<file path="config.mk">
export PLATFORM = sky130hd
export DESIGN_NAME = diff_rx_frame
export DESIGN_NICKNAME = d
export VERILOG_FILES = /design/src/rtl/diff_link_pkg.sv /design/src/rtl/diff_rx_frame_bit_timer.sv /design/src/rtl/diff_rx_frame.sv
export SDC_FILE = /design/constraint.sdc
export NUM_CORES = 1
export LEC_CHECK = 0
export BUFFER_PORTS_ARGS = -buffer_cell sky130_fd_sc_hd__buf_2
export CORE_UTILIZATION = 40
export CTS_CLUSTER_DIAMETER = 30
export CTS_CLUSTER_SIZE = 30
export DETAILED_ROUTE_END_ITERATION = 7
export PLACE_DENSITY = 0.68
export SLEW_MARGIN = 20
export SYNTH_ARGS = -nofsm -noshare
export SYNTH_HDL_FRONTEND = slang
export SYNTH_SLANG_ARGS = --single-unit
</file>
<file path="constraint.sdc">
create_clock -name clk_in -period 2.1 [get_ports clk_in]
set_input_delay 0.42 -clock clk_in [delete_from_list [all_inputs] [get_ports clk_in]]
set_output_delay 0.42 -clock clk_in [all_outputs]
set_load 0.01 [all_outputs]
</file>
<file path="src/rtl/diff_link_pkg.sv">
// Shared definitions for the single-wire cursor link (receiver and transmitter).
package diff_link_pkg;

    localparam int unsigned CODE_W = 26;

    localparam int unsigned X_MSB   = 25;
    localparam int unsigned X_LSB   = 16;
    localparam int unsigned Y_MSB   = 15;
    localparam int unsigned Y_LSB   = 7;
    localparam int unsigned COL_MSB = 6;
    localparam int unsigned COL_LSB = 3;
    localparam int unsigned SW_MSB  = 2;
    localparam int unsigned SW_LSB  = 0;

    typedef enum logic [2:0] {
        IDLE      = 3'd0,
        START     = 3'd1,
        DATA      = 3'd2,
        PARITY    = 3'd3,
        STOP      = 3'd4,
        WAIT_HIGH = 3'd5
    } rx_state_t;

    typedef struct packed {
        logic [X_MSB-X_LSB:0]     x;
        logic [Y_MSB-Y_LSB:0]     y;
        logic [COL_MSB-COL_LSB:0] color;
        logic [SW_MSB-SW_LSB:0]   sw;
    } cursor_pkt_t;

    // Even parity bit for a payload (XOR of all data bits).
    function automatic logic even_parity(input logic [CODE_W-1:0] data);
        return ^data;
    endfunction

endpackage

</file>
<file path="src/rtl/diff_rx_frame_bit_timer.sv">
// Bit-sampling timer: first tick at the start-bit decision point, then every BIT_PERIOD.
// With DIFF_RX_MAJORITY_EN the tick moves one cycle past mid-bit so a 3-sample vote can be taken.
module diff_rx_frame_bit_timer #(
    parameter int unsigned BIT_PERIOD = 100
) (
    input  logic clk,
    input  logic rst,
    input  logic load,
    output logic sample_tick
);

    localparam int unsigned CNT_W = $clog2(BIT_PERIOD) + 1;
    localparam logic [CNT_W-1:0] LAST     = CNT_W'(BIT_PERIOD - 1);
    // Loading here makes the counter reach LAST exactly at the start-bit midpoint.
    localparam logic [CNT_W-1:0] LOAD_VAL = CNT_W'(BIT_PERIOD - BIT_PERIOD / 2);
`ifdef DIFF_RX_MAJORITY_EN
    localparam logic [CNT_W-1:0] TICK_AT  = '0;
`else
    localparam logic [CNT_W-1:0] TICK_AT  = LAST;
`endif

    logic [CNT_W-1:0] cnt_q;
    logic [CNT_W-1:0] cnt_d;

    // Next count: load wins, otherwise wrap to zero at the mid-bit point.
    always_comb begin
        cnt_d = cnt_q + 1'b1;
        if (load) begin
            cnt_d = LOAD_VAL;
        end else if (cnt_q == LAST) begin
            cnt_d = '0;
        end
    end

    // Counter and registered tick (tick is high while cnt_q == TICK_AT).
    always_ff @(posedge clk) begin
        if (rst) begin
            cnt_q       <= '0;
            sample_tick <= 1'b0;
        end else begin
            cnt_q       <= cnt_d;
            sample_tick <= (cnt_d == TICK_AT);
        end
    end

endmodule

</file>
<file path="src/rtl/diff_rx_frame.sv">
// Receive framer for the cursor link: start, CODE_W data bits MSB-first, even parity, stop.
// Optional DIFF_RX_MAJORITY_EN: each bit is the 2-of-3 vote of samples at mid-1, mid, mid+1.
module diff_rx_frame
    import diff_link_pkg::*;
#(
    parameter int unsigned BIT_PERIOD = 100
) (
    input  logic              clk_in,
    input  logic              rst_in,
    input  logic              line_in,
    input  logic              rx_en_in,
    output logic [CODE_W-1:0] code_out,
    output logic [9:0]        x_out,
    output logic [8:0]        y_out,
    output logic [3:0]        color_out,
    output logic [2:0]        sw_out,
    output logic              new_code_out,
    output logic              busy_out,
    output logic              parity_err_out,
    output logic              frame_err_out
);

    localparam int unsigned BIT_CNT_W = $clog2(CODE_W);

    rx_state_t             state_q, state_d;
    logic [CODE_W-1:0]     shreg_q, shreg_d;
    logic [BIT_CNT_W-1:0]  bit_cnt_q, bit_cnt_d;
    logic                  par_bad_q, par_bad_d;
    logic [CODE_W-1:0]     code_q, code_d;
    logic                  new_code_d, perr_d, ferr_d, busy_d;
    logic                  load_c;
    logic                  tick;
    logic                  sample_bit_c;

    diff_rx_frame_bit_timer #(
        .BIT_PERIOD (BIT_PERIOD)
    ) u_bit_timer (
        .clk         (clk_in),
        .rst         (rst_in),
        .load        (load_c),
        .sample_tick (tick)
    );

`ifdef DIFF_RX_MAJORITY_EN
    logic [1:0] hist_q;

    // Line history so the vote sees mid-1 and mid alongside the current mid+1 sample.
    always_ff @(posedge clk_in) begin
        if (rst_in) begin
            hist_q <= 2'b11;
        end else begin
            hist_q <= {hist_q[0], line_in};
        end
    end

    assign sample_bit_c = (hist_q[1] & hist_q[0]) | (hist_q[1] & line_in) | (hist_q[0] & line_in);
`else
    assign sample_bit_c = line_in;
`endif

    // Next-state and next-output logic; losing the enable aborts any frame silently.
    always_comb begin
        state_d    = state_q;
        shreg_d    = shreg_q;
        bit_cnt_d  = bit_cnt_q;
        par_bad_d  = par_bad_q;
        code_d     = code_q;
        new_code_d = 1'b0;
        perr_d     = 1'b0;
        ferr_d     = 1'b0;
        load_c     = 1'b0;

        if ((state_q != IDLE) && !rx_en_in) begin
            state_d = IDLE;
        end else begin
            case (state_q)
                IDLE: begin
                    if (!line_in && rx_en_in) begin
                        load_c  = 1'b1;
                        state_d = START;
                    end
                end
                START: begin
                    if (tick) begin
                        if (sample_bit_c) begin
                            state_d = IDLE;
                        end else begin
                            bit_cnt_d = '0;
                            state_d   = DATA;
                        end
                    end
                end
                DATA: begin
                    if (tick) begin
                        shreg_d   = {shreg_q[CODE_W-2:0], sample_bit_c};
                        bit_cnt_d = bit_cnt_q + 1'b1;
                        if (bit_cnt_q == BIT_CNT_W'(CODE_W - 1)) begin
                            state_d = PARITY;
                        end
                    end
                end
                PARITY: begin
                    if (tick) begin
                        par_bad_d = even_parity(shreg_q) ^ sample_bit_c;
                        state_d   = STOP;
                    end
                end
                STOP: begin
                    if (tick) begin
                        if (!sample_bit_c) begin
                            ferr_d  = 1'b1;
                            state_d = WAIT_HIGH;
                        end else if (par_bad_q) begin
                            perr_d  = 1'b1;
                            state_d = IDLE;
                        end else begin
                            code_d     = shreg_q;
                            new_code_d = 1'b1;
                            state_d    = IDLE;
                        end
                    end
                end
                WAIT_HIGH: begin
                    if (line_in) begin
                        state_d = IDLE;
                    end
                end
                default: begin
                    state_d = IDLE;
                end
            endcase
        end

        busy_d = (state_d != IDLE);
    end

    // State, datapath and output registers.
    always_ff @(posedge clk_in) begin
        if (rst_in) begin
            state_q        <= IDLE;
            shreg_q        <= '0;
            bit_cnt_q      <= '0;
            par_bad_q      <= 1'b0;
            code_q         <= '0;
            new_code_out   <= 1'b0;
            parity_err_out <= 1'b0;
            frame_err_out  <= 1'b0;
            busy_out       <= 1'b0;
        end else begin
            state_q        <= state_d;
            shreg_q        <= shreg_d;
            bit_cnt_q      <= bit_cnt_d;
            par_bad_q      <= par_bad_d;
            code_q         <= code_d;
            new_code_out   <= new_code_d;
            parity_err_out <= perr_d;
            frame_err_out  <= ferr_d;
            busy_out       <= busy_d;
        end
    end

    assign code_out  = code_q;
    assign x_out     = code_q[X_MSB:X_LSB];
    assign y_out     = code_q[Y_MSB:Y_LSB];
    assign color_out = code_q[COL_MSB:COL_LSB];
    assign sw_out    = code_q[SW_MSB:SW_LSB];

endmodule

</file>
After elaboration in Yosys (flattened, before gate mapping):

Cells that the tools add are included.

* flip-flop bits (word level): 74
* bits of input ports: 4

* add/subtract/negate cells: 2
* equality and inequality tests: 11
* multiplexer cells: 23
* bitwise operators: 6
* reductions and logical operators: 15

Operator list (number)
* $mux W3: 9
* $reduce_xor A26 Y1: 1
* $pmux W3 S6: 1
* $eq A8 B7 Y1 const B: 2
* $mux W8: 2
* $mux W5: 3
* $pmux W5 S2: 1
* $reduce_and A5 Y1: 2
* $add A8 B1 Y8 const B: 1
* $eq A3 B2 Y1 const B: 2
* $eq A3 B3 Y1 const B: 2
* $mux W1: 6
* $reduce_and A3 Y1: 2
* $reduce_bool A3 Y1: 2
* $add A5 B1 Y5 const B: 1
* $eq A5 B5 Y1 const B: 1
* $not A1 Y1: 5
* $reduce_or A5 Y1: 1
* $ne A2 B1 Y1 const B: 2
* $reduce_or A4 Y1: 1
* $eq A3 B1 Y1 const B: 1
* $logic_not A3 Y1: 1
* $logic_and A1 B1 Y1: 2
* $logic_not A1 Y1: 2
* 4 further kinds: 4

Longest topological paths before layout:

Gate-level depths: netlist (run 1).

* word-level depth: 7
* mapped depth: 8

Cells and area by module:

From an unflattened synthesis (run 1), not the netlist that was laid out.

* cells, all modules: 375
* area total of the unflattened synthesis: 3315.7 µm²

By module, submodules not included
* diff_rx_frame: times used 1, cells each 327, area each 2879.0 µm²
* diff_rx_frame_bit_timer: times used 1, cells each 48, area each 436.7 µm²

Least setup slack after synthesis (run 1):

Ideal clock, no wire load.

* kind: input-to-reg
* from: input line_in
* to: register bit_cnt_q[3]
* arrival time: 1.633 ns
* data required time: 1.986 ns
* setup slack: 0.353 ns
* cell stages on the path: 6
* path buffers: 1
* cells stage by stage: buf_4 > or3b_2 > a211oi_4 > nand4_1 > xor2_1 > nor2_1

* word-level cells in the longest chain between the ends: 2

RTL lines
* start, declared: line diff_rx_frame.sv:10 `input logic line_in,`
* $ne A2 B2 Y1 (no source line)
* $reduce_and A5 Y1 (no source line)
* end signal, assigned: line diff_rx_frame.sv:152 `bit_cnt_q <= bit_cnt_d;`
* end, declared: line diff_rx_frame.sv:27 `logic [BIT_CNT_W-1:0] bit_cnt_q, bit_cnt_d;`

Every way passes these cells.
A chain may end at the register's enable or synchronous reset.

Worst setup path in the final report (run 1):

* from: register u_bit_timer.sample_tick
* to: register code_q[11] (netlist: code_out[11])

* word-level cells in the longest chain between the ends: 1

RTL lines
* start, declared: line diff_rx_frame_bit_timer.sv:9 `output logic sample_tick`
* start signal, assigned: line diff_rx_frame_bit_timer.sv:42 `sample_tick <= (cnt_d == TICK_AT);`
* $reduce_and A5 Y1 (no source line)
* end signal, assigned: line diff_rx_frame.sv:154 `code_q <= code_d;`
* end, declared: line diff_rx_frame.sv:29 `logic [CODE_W-1:0] code_q, code_d;`

Every way passes these cells.

==> results of run 1 <==
-- routing by layer --
metal  global-route usage (%)  vias up
li1                         -     1339
met1                     17.8     1214
met2                     26.9       55
met3                     5.91        9
met4                     5.38        0
met5                        0        -
-- final timing paths --
check                           slack, ps                     from  cells past startpoint             to
worst max register to register        260  u_bit_timer.sample_tick                      6   code_out[11]
worst min-delay path                  400                  line_in                      2  frame_err_out
worst min register to register        470             code_out[12]                      2   code_out[12]
worst max-delay path                  260  u_bit_timer.sample_tick                      6   code_out[11]
-- placed cells by master, fill, tap and decap left out, types with 2 or more instances in the layout --
cell type | netlist | routed
dfxtp_1 | 74 | 74
buf_4 | 29 | 8
nand2b_1 | 4 | 4
a21oi_1 | 56 | 56
xnor3_1 | 2 | 2
and2_1 | 2 | 2
nor3_1 | 4 | 4
nand4_1 | 6 | 6
clkinvlp_4 | 0 | 3
buf_2 | 5 | 59
o21ai_0 | 2 | 2
ha_1 | 3 | 3
nor2_1 | 28 | 28
xnor2_1 | 21 | 21
nand2_1 | 112 | 112
a211oi_1 | 2 | 2
clkinv_2 | 0 | 2
clkbuf_8 | 0 | 10
xor2_1 | 10 | 10
inv_1 | 2 | 2
nand3_1 | 3 | 3
or3_1 | 2 | 2
-- cell type report --
| class | count | share of cell area (%) |
|---|---|---|
| flip-flops and latches | 74 | 40.6 |
| multi-input cells | 277 | 40.6 |
| repair buffers | 68 | 10.3 |
| clock buffers | 10 | 3.77 |
| well taps | 102 | 3.49 |
| clock inverters | 6 | 1.13 |
| inverters | 2 | 0.206 |
-- power breakdown --
part / switching, mW / internal (mW) / leakage, nW
Combinational: 0.0555 / 0.0330 / 0.778
Sequential: 0.0102 / 1.41 / 0.597
Clock: 0.531 / 0.460 / 0.0847
Total: 0.597 / 1.91 / 1.46
-- cell usage after synthesis (2+ instances only) --
library cell  number
xnor3_1            2
buf_6              4
dfxtp_1           74
a211oi_1           2
nor2_1            28
nand3_1            3
xnor2_1           21
inv_1              2
buf_4             29
nand4_1            6
o21ai_0            2
nand2_1          112
clkbuf_1          11
buf_2              5
xor2_1            10
a21oi_1           56
and2_1             2
ha_1               3
or3_1              2
nand2b_1           4
nor3_1             4
-- sequential cells by signal, summed over array words and instances (netlist names) --
register / cells
bit_cnt_q: 5
state_q: 3
code_out: 26
u_bit_timer.cnt_q: 8
new_code_out: 1
u_bit_timer.sample_tick: 1
frame_err_out: 1
shreg_q: 26
busy_out: 1
par_bad_q: 1
parity_err_out: 1
-- metrics by stage --
step	power (mW)	worst slack, ps	utilization [%]	hold WS (ps)	cells
floorplan	1.52	353	-	418	402
global placement	1.54	256	44.3	448	523
detailed placement	1.54	221	44.3	458	523
CTS	2.53	276	46.5	389	539
global route	2.61	120	46.5	413	539
finish	2.50	256	46.5	401	539
-- worst max-delay path, cell delays in order, from the launching register on --
cell and delay, ps:
dfxtp_1 510, nand2_1 170, or3_1 420, or2_1 260, buf_4 200, nand2_1 90
a21oi_1 60
-- cells by family after synthesis --
group / count (synthesis) / synth area share (%)
AO/OA/AOI/OAI: 69 / 11.9
XOR/XNOR: 33 / 9.59
buffers and inverters: 51 / 10.2
AND/OR/NAND/NOR: 171 / 22.0
multiplexers: 1 / 0.303
adder cells (fa/ha/maj): 3 / 1.14
flip-flops: 74 / 44.9
==> impl_results.md, run 1 <==
* Setup Skew at 6.16 ps
* Initial Util at 42.0%
* Hold buffer count at CTS at 0
* Slew headroom at 75.8%
* Setup TNS Final at 0 ps
* Core Rows at 32
* Pin slew with the least headroom to its limit at 353 ps
* Primary FF master, synth: dfxtp_1
* Initial antenna violation count at 0
* Placer Congestion at 0.825
* WL met2 at 3040 um
* Vias at 2617
* Status: finished clean
* Leakage power at 1.46 nW
* Global route overflow at 0
* GRT Resource Usage Total at 15.7%
* Register bit total from synthesis at 74
* Wire per inst at 11.7 um
* PortBufs at 59
* Pwr/cell area at 685 nW/um^2
* IO Pins at 60
* Maximum VDD drop at 0.484 mV
* Multi-input gate area at 1480 um^2
* Iteration-0 DRC Markers at 124
* CTS tree: yes
* CP required at 2330 ps
* Post-DP HPWL at 4310 um
* Layout area overhead at 10.7%
* Top Layer Used: met4
* DRC at 0
* Post-CTS Setup Repair Bufs at 0
* Period utilization at 87.8%
* Placed inst area at 3470 um^2
* Post-synth net total at 409
* Clock slew seen by the registers of the worst setup and hold paths at 80 ps
* Skew-Pair Late Insertion Delay at 350 ps
* CP Class: reg2reg
* Library cells used by synthesis at 41
* Yosys warns at 0
* Final ANT Viol Nets at 0
* Drt pass-1 iters at 4
* Unrepaired setup endpoints after global routing: no
* CP startpoint kind: flip-flop
* Async SR Flop Fraction at 0%
* Part of the Yosys area used for sequential elements at 44.9%
* Cell area after synthesis at 3300 um^2
* CP endpoint kind: flip-flop
* Syn Inst Count at 402
* Die Wd at 92.8 um
* Cell area after layout at 3650 um^2
* Clk sinks at 74
* Total wire length at 6290 um
* Top cells by area, synth: dfxtp_1, nand2_1, a21oi_1
* CTS Root Cell: clkbuf_8
* Vias per cell at 4.86
* Endpoints failing hold at 0
* Core area at 7850 um^2
* Nets at 439
* First-pass GRT wire length at 10700 um
* Share of post-route cells with drive strength above 1 at 20.6%
* Largest net degree at the start of global routing at 39
* Ant diodes at 0
* Total CTS buffers at 9
* PostCTS Resize Cnt at 0
* Worst hold-check path type: in2reg
* Routed wl met3 at 304 um
* CP Max Fanout at 18
* Fmax at 542 MHz
* Clk buf depth at 2
* Final slew viol count at 0
* Synth top area share at 44.9%
* Post-synth EDFFs at 0
* Final setup viols at 0
* Number of max-cap violations at 0
* Min Tclk post-route at 1840 ps
* Die height at 92.8 um
* Avg Cell Area, Syn at 8.21 um^2
* Crit path DAT at 2070 ps
* M1 WL at 2880 um
* Die area at 8620 um^2
* Vias in the first global route at 2459
* Seq. cell area at 1480 um^2
* Filler instances at 802
* Synth area leader: dfxtp_1
* Htree depth at 3
Power figures use the tool's default switching activity.
==> run 2, diff against run 1 <==
--- a/config.mk
+++ b/config.mk
@@ -5,12 +5,13 @@
 export SDC_FILE = /design/constraint.sdc
 export NUM_CORES = 1
 export LEC_CHECK = 0
+export ABC_AREA = 1
 export BUFFER_PORTS_ARGS = -buffer_cell sky130_fd_sc_hd__buf_2
 export CORE_UTILIZATION = 40
 export CTS_CLUSTER_DIAMETER = 30
 export CTS_CLUSTER_SIZE = 30
 export DETAILED_ROUTE_END_ITERATION = 7
-export PLACE_DENSITY = 0.68
+export PLACE_DENSITY = 0.67
 export SLEW_MARGIN = 20
 export SYNTH_ARGS = -nofsm -noshare
 export SYNTH_HDL_FRONTEND = slang
==> impl_results.md, run 2 <==
* Ant diodes at 0 (unchanged)
* RR Startpoint: state_q[0]
* Post-synth net total at 505 (+23%)
* Total wire length at 7080 um (+13%)
* R2R Path End: code_out[25]
* Endpoints failing hold at 0 (unchanged)
* Setup TNS Final at 0 ps (unchanged)
* Die Wd at 95.3 um (+2.7%)
* CTS Root Cell: clkbuf_8
* GRT Resource Usage Total at 16.7% (+1.0 points)
* Register bit total from synthesis at 74 (unchanged)
* Skew-Pair Late Insertion Delay at 340 ps (about the same)
* Drt pass-1 iters at 5 (+1)
* Unrepaired setup endpoints after global routing: no
* Synth top area share at 42.6% (-2.3 points)
* Fmax at 584 MHz (+7.6%)
* Wire per inst at 11.1 um (-4.8%)
* Reg2reg path depth at 11 (+5)
* Most frequent cells in the layout: nand2_1, dfxtp_1, o21ai_0, buf_2, a21oi_1
* PostCTS Resize Cnt at 0 (unchanged)
* Largest net degree at the start of global routing at 56 (+44%)
* Status: finished clean
* Layout area overhead at 12.3%
* Yosys warns at 0 (unchanged)
* Period utilization at 81.6% (-6.2 points)
* Crit path from: state_q[0]
* Pwr/cell area at 726 nW/um^2 (+5.9%)
* Clock slew seen by the registers of the worst setup and hold paths at 80 ps (about the same)
* Core Rows at 33 (+3.1%)
* Final setup viols at 0 (unchanged)
* Avg Cell Area, Syn at 6.99 um^2 (-15%)
* Nets at 534 (+22%)
* Placer Congestion at 0.945 (+15%)
* Top cells by count, synth: nand2_1, dfxtp_1, o21ai_0
* Min Tclk post-route at 1710 ps (-130 ps)
* Primary FF master, synth: dfxtp_1
* Final ANT Viol Nets at 0 (unchanged)
* Vias at 3101 (+18%)
* Hold buffer count at CTS at 0 (unchanged)
* Maximum VDD drop at 0.266 mV (-45%)
* Library cells used by synthesis at 28 (-32%)
* Most common cell after layout, fill and taps aside: nand2_1
* IO Pins at 60 (unchanged)
* PortBufs at 59 (unchanged)
* Clk buf depth at 2 (unchanged)
* CTS tree: yes
* Number of max-cap violations at 0 (unchanged)
* Vias in the first global route at 2872 (+17%)
* Vias per cell at 4.87 (+0.26%)
* Cell area after synthesis at 3480 um^2 (+5.5%)
* Finished Layout Cells at 637 (+18%)
* Leakage power at 1.90 nW (+30%)
* First-pass GRT wire length at 11900 um (+12%)
* Initial Util at 41.9% (-0.10 points)
* Htree depth at 3 (unchanged)
* Initial antenna violation count at 0 (unchanged)
* Top-count cell post-synth: nand2_1
* Async SR Flop Fraction at 0% (unchanged)
* Setup crit end: code_out[25]
* Synth area leader: dfxtp_1
* CP Class: reg2reg
* Pin slew with the least headroom to its limit at 347 ps (-6.34 ps)
* DRC at 0 (unchanged)
* Top cells by area, synth: dfxtp_1, nand2_1, o21ai_0
* Part of the Yosys area used for sequential elements at 42.6% (-2.3 points)
* Setup Skew at 5.48 ps (-0.682 ps)
* Post-CTS Setup Repair Bufs at 0 (unchanged)
* Slew headroom at 76.7% (+0.85 points)
* FF-to-FF setup slack at 390 ps (+130 ps)
* Total CTS buffers at 9 (unchanged)
* Post-DP HPWL at 4870 um (+13%)
* CP endpoint kind: flip-flop
* Post-synth EDFFs at 0 (unchanged)
* Clk sinks at 74 (unchanged)
* Global route overflow at 0 (unchanged)
* Iteration-0 DRC Markers at 138 (+11%)
* CP startpoint kind: flip-flop
* Share of post-route cells with drive strength above 1 at 15.8% (-4.8 points)
* Syn Inst Count at 498 (+24%)
* Crit path DAT at 1960 ps (-110 ps)
* Worst hold-check path type: in2reg
* Die area at 9080 um^2 (+5.4%)
* CP required at 2340 ps (about the same)
* Die height at 95.3 um (+2.7%)
* Placed insts at 621 (+19%)
* Core area at 8300 um^2 (+5.8%)
* Final slew viol count at 0 (unchanged)
* CP Max Fanout at 27 (+9)
[run 2: routing by layer]
metal / track usage [%] / share of wire [%] / vias up
met1: 19.5 / 48 / 1404
met5: 0 / 0 / -
met3: 5.26 / 4.0 / 7
met4: 6.06 / 1.1 / 0
li1: - / - / 1624
met2: 28.6 / 47 / 66
[run 2: logic make-up after synthesis]
family	count (synthesis)	synth area share, %
and+or+nand+nor	193	23.0
AOI/OAI and AO/OA	120	17.4
buffers and inverters	102	14.5
DFF	74	42.6
xor gates and xnor gates	6	1.51
adders and majority gates	3	1.08
[run 2: per-stage QoR]
stage | worst slack [ps] | power, mW | area [um^2] | utilization, % | hold WS (ps)
after CTS | 387 | 2.87 | 3910 | 47.1 | 341
after detailed placement | 411 | 1.55 | 3670 | 44.3 | 460
after global routing | 206 | 2.95 | 3910 | 47.1 | 359
after global placement | 478 | 1.55 | 3670 | 44.3 | 449
after floorplan | 682 | 1.53 | 3480 | - | 430
final | 386 | 2.84 | 3910 | 47.1 | 361
[run 2: cell type report]
class / count / area [um^2]
inverters: 57 / 214
fillers: 835 / 4390
repair buffers: 63 / 350
flip-flops and latches: 74 / 1480
clock buffers: 11 / 131
well taps: 105 / 131
multi-input cells: 322 / 1500
clock inverters: 5 / 103
[run 2: where the power goes]
| part | switching [mW] | internal [mW] |
|---|---|---|
| Sequential | 0.0101 | 1.41 |
| Combinational | 0.0653 | 0.0340 |
| Clock | 0.524 | 0.789 |
[run 2: worst min-delay path by stage]
stage,startpoint,endpoint,cells after the start
2_1_floorplan,u_bit_timer.cnt_q[0],u_bit_timer.cnt_q[0],1
3_3_place_gp,u_bit_timer.cnt_q[0],u_bit_timer.cnt_q[0],1
3_5_place_dp,u_bit_timer.cnt_q[0],u_bit_timer.cnt_q[0],1
4_1_cts,rst_in,u_bit_timer.cnt_q[4],2
5_1_grt,rst_in,u_bit_timer.cnt_q[5],2
6_report,rst_in,bit_cnt_q[1],2
[run 2: worst max-delay path: stages, from the launching register on]
cell     delay (ps)
dfxtp_1         380
inv_2           110
nand3_2         110
nand2_2         100
nand2_1          60
inv_2            80
nand2_2          70
nor3_4          120
buf_4           280
inv_1           120
nor2_1          120
nor2_1           50
==> run 3, diff against run 2 <==
--- a/config.mk
+++ b/config.mk
@@ -5,13 +5,13 @@
 export SDC_FILE = /design/constraint.sdc
 export NUM_CORES = 1
 export LEC_CHECK = 0
-export ABC_AREA = 1
+export ABC_AREA = 0
 export BUFFER_PORTS_ARGS = -buffer_cell sky130_fd_sc_hd__buf_2
 export CORE_UTILIZATION = 40
 export CTS_CLUSTER_DIAMETER = 30
 export CTS_CLUSTER_SIZE = 30
 export DETAILED_ROUTE_END_ITERATION = 7
-export PLACE_DENSITY = 0.67
+export PLACE_DENSITY = 0.7
 export SLEW_MARGIN = 20
 export SYNTH_ARGS = -nofsm -noshare
 export SYNTH_HDL_FRONTEND = slang
==> constraint.sdc (replaced) <==
create_clock -name clk_in -period 1.5 [get_ports clk_in]
set_input_delay 0.3 -clock clk_in [delete_from_list [all_inputs] [get_ports clk_in]]
set_output_delay 0.3 -clock clk_in [all_outputs]
set_load 0.01 [all_outputs]
==> impl_results.md, run 3 (synthesized netlist as in run 1, its figures left out) <==
* Status: finished, violations left
* Failing checks: negative setup slack
* Period utilization at 107% (+25 points)
* Most common cell after layout, fill and taps aside: nand2_1
* Initial antenna violation count at 0 (unchanged)
* Die height at 92.8 um (-2.6%)
* CP required at 1770 ps (-570 ps)
* Drt pass-1 iters at 4 (-1)
* Final worst slack at -103 ps (-489 ps)
* Final setup viols at 28 (+28)
* CTS tree: yes
* Fmax at 624 MHz (+6.9%)
* Share of post-route cells with drive strength above 1 at 41.5% (+26 points)
* Ant diodes at 0 (unchanged)
* Pwr/cell area at 890 nW/um^2 (+23%)
* Vias per cell at 4.97 (+2.2%)
* R2R Path End: code_out[13]
* Skew-Pair Late Insertion Delay at 350 ps (about the same)
* CP endpoint kind: flip-flop
* Endpoints failing hold at 0 (unchanged)
* Clk buf depth at 2 (unchanged)
* Core Rows at 32 (-3.0%)
* Slew headroom at 66.6% (-10 points)
* CP startpoint kind: flip-flop
* Setup Skew at 7.85 ps (+2.37 ps)
* Core area at 7850 um^2 (-5.4%)
* Final slew viol count at 0 (unchanged)
* RR Startpoint: state_q[0]
* Leakage power at 1.98 nW (+4.3%)
* Hold path startpoint: rst_in
* Vias at 2915 (-6.0%)
* Placer Congestion at 0.898 (-4.9%)
* GRT Resource Usage Total at 17.7% (+0.96 points)
* Die Wd at 92.8 um (-2.6%)
* Post-DP HPWL at 4850 um (-0.46%)
* Cells on Worst Hold Path at 2 (unchanged)
* FF-to-FF setup slack at -100 ps (-490 ps)
* Layout area overhead at 34.2%
* Final core occ at 56.4% (+9.3 points)
* Die area at 8620 um^2 (-5.1%)
* Clk sinks at 74 (unchanged)
* PortBufs at 59 (unchanged)
* IO Pins at 60 (unchanged)
* Worst hold-check path type: in2reg
* Setup TNS Final at -1540 ps (-1540 ps)
* Most frequent cells in the layout: nand2_1, dfxtp_1, buf_2, buf_4, a21oi_1
* Number of max-cap violations at 0 (unchanged)
* Initial Util at 42.0% (+0.10 points)
* Iteration-0 DRC Markers at 127 (-8.0%)
* CP Max Fanout at 6 (-78%)
* Maximum VDD drop at 0.465 mV (+75%)
* First-pass GRT wire length at 12000 um (+0.58%)
* Pin slew with the least headroom to its limit at 501 ps (+154 ps)
* CP Class: reg2reg
* Total CTS buffers at 9 (unchanged)
* Htree depth at 3 (unchanged)
* Crit path DAT at 1870 ps (-90 ps)
* CTS Root Cell: clkbuf_8
* DRC at 0 (unchanged)
* Wire per inst at 14.2 um (+28%)
* Global route overflow at 0 (unchanged)
* Unrepaired setup endpoints after global routing: yes
* Worst Hold End: u_bit_timer.cnt_q[5]
* Reg2reg path depth at 6 (-5)
* Clock slew seen by the registers of the worst setup and hold paths at 70 ps (about the same)
* Min Tclk post-route at 1600 ps (-111 ps)
* Final ANT Viol Nets at 0 (unchanged)
* Vias in the first global route at 2618 (-8.8%)
* Nets at 486 (-9.0%)
* Largest net degree at the start of global routing at 43 (-23%)
* Total wire length at 8330 um (+18%)
-- run 3: worst max-delay path, stage by stage (launching register included) --
cell,delay [ps]
dfxtp_2,330
buf_6,120
or3_4,430
nor2_4,240
clkbuf_16,230
nand2_4,50
a21oi_2,130
-- run 3: worst max-delay path by stage --
| stage | from | cells after the start | endpoint |
|---|---|---|---|
| after detailed placement | line_in | 6 | bit_cnt_q[4] |
| after global routing | shreg_q[2] | 5 | par_bad_q |
| after CTS | shreg_q[6] | 5 | par_bad_q |
| after floorplan | u_bit_timer.cnt_q[0] | 7 | u_bit_timer.sample_tick |
| after global placement | line_in | 6 | par_bad_q |
| final | state_q[0] | 6 | code_out[13] |
-- run 3: timing repair --
item / in CTS / in global routing
setup buffers: 0 / 1
hold buffers: 0 / 0
endpoints found under the hold margin: 0 / 0
pin swaps: 7 / 40
endpoints found under the setup margin: 31 / 62
resized for setup: 16 / 64
cloned: 1 / 5
-- run 3: stage by stage --
step | hold slack [ps] | instances | worst slack [ps] | cell area (um^2) | power (mW)
floorplan | 418 | 402 | -110 | 3350 | 2.13
global placement | 451 | 564 | -142 | 3840 | 2.19
detailed placement | 457 | 564 | -159 | 3840 | 2.20
CTS | 168 | 580 | -41.3 | 4110 | 3.96
global route | 198 | 586 | -169 | 4430 | 4.10
finish | 179 | 586 | -103 | 4430 | 3.94
-- run 3: routing by layer --
layer	vias up	wire length (um)	part of all wire, %	GRT usage [%]
li1	1442	-	-	-
met1	1370	3520	42	21.8
met3	17	436	5.2	3.78
met5	-	0	0	0
met4	0	171	2.1	7.69
met2	86	4200	50	29.5
-- run 3: cell type report --
type / count / area, um^2
Timing Repair Buffer: 112 / 785
Sequential cell: 74 / 1490
Clock buffer: 12 / 155
Multi-Input combinational cell: 280 / 1790
Fill cell: 714 / 3420
Clock inverter: 4 / 73.8
Tap cell: 102 / 128
Inverter: 2 / 7.51
-- run 3: power breakdown --
part | internal [mW] | switching [mW] | total (mW)
combinational | 0.0879 | 0.102 | 0.190
sequential | 1.98 | 0.0146 | 1.99
clock | 1.03 | 0.729 | 1.76
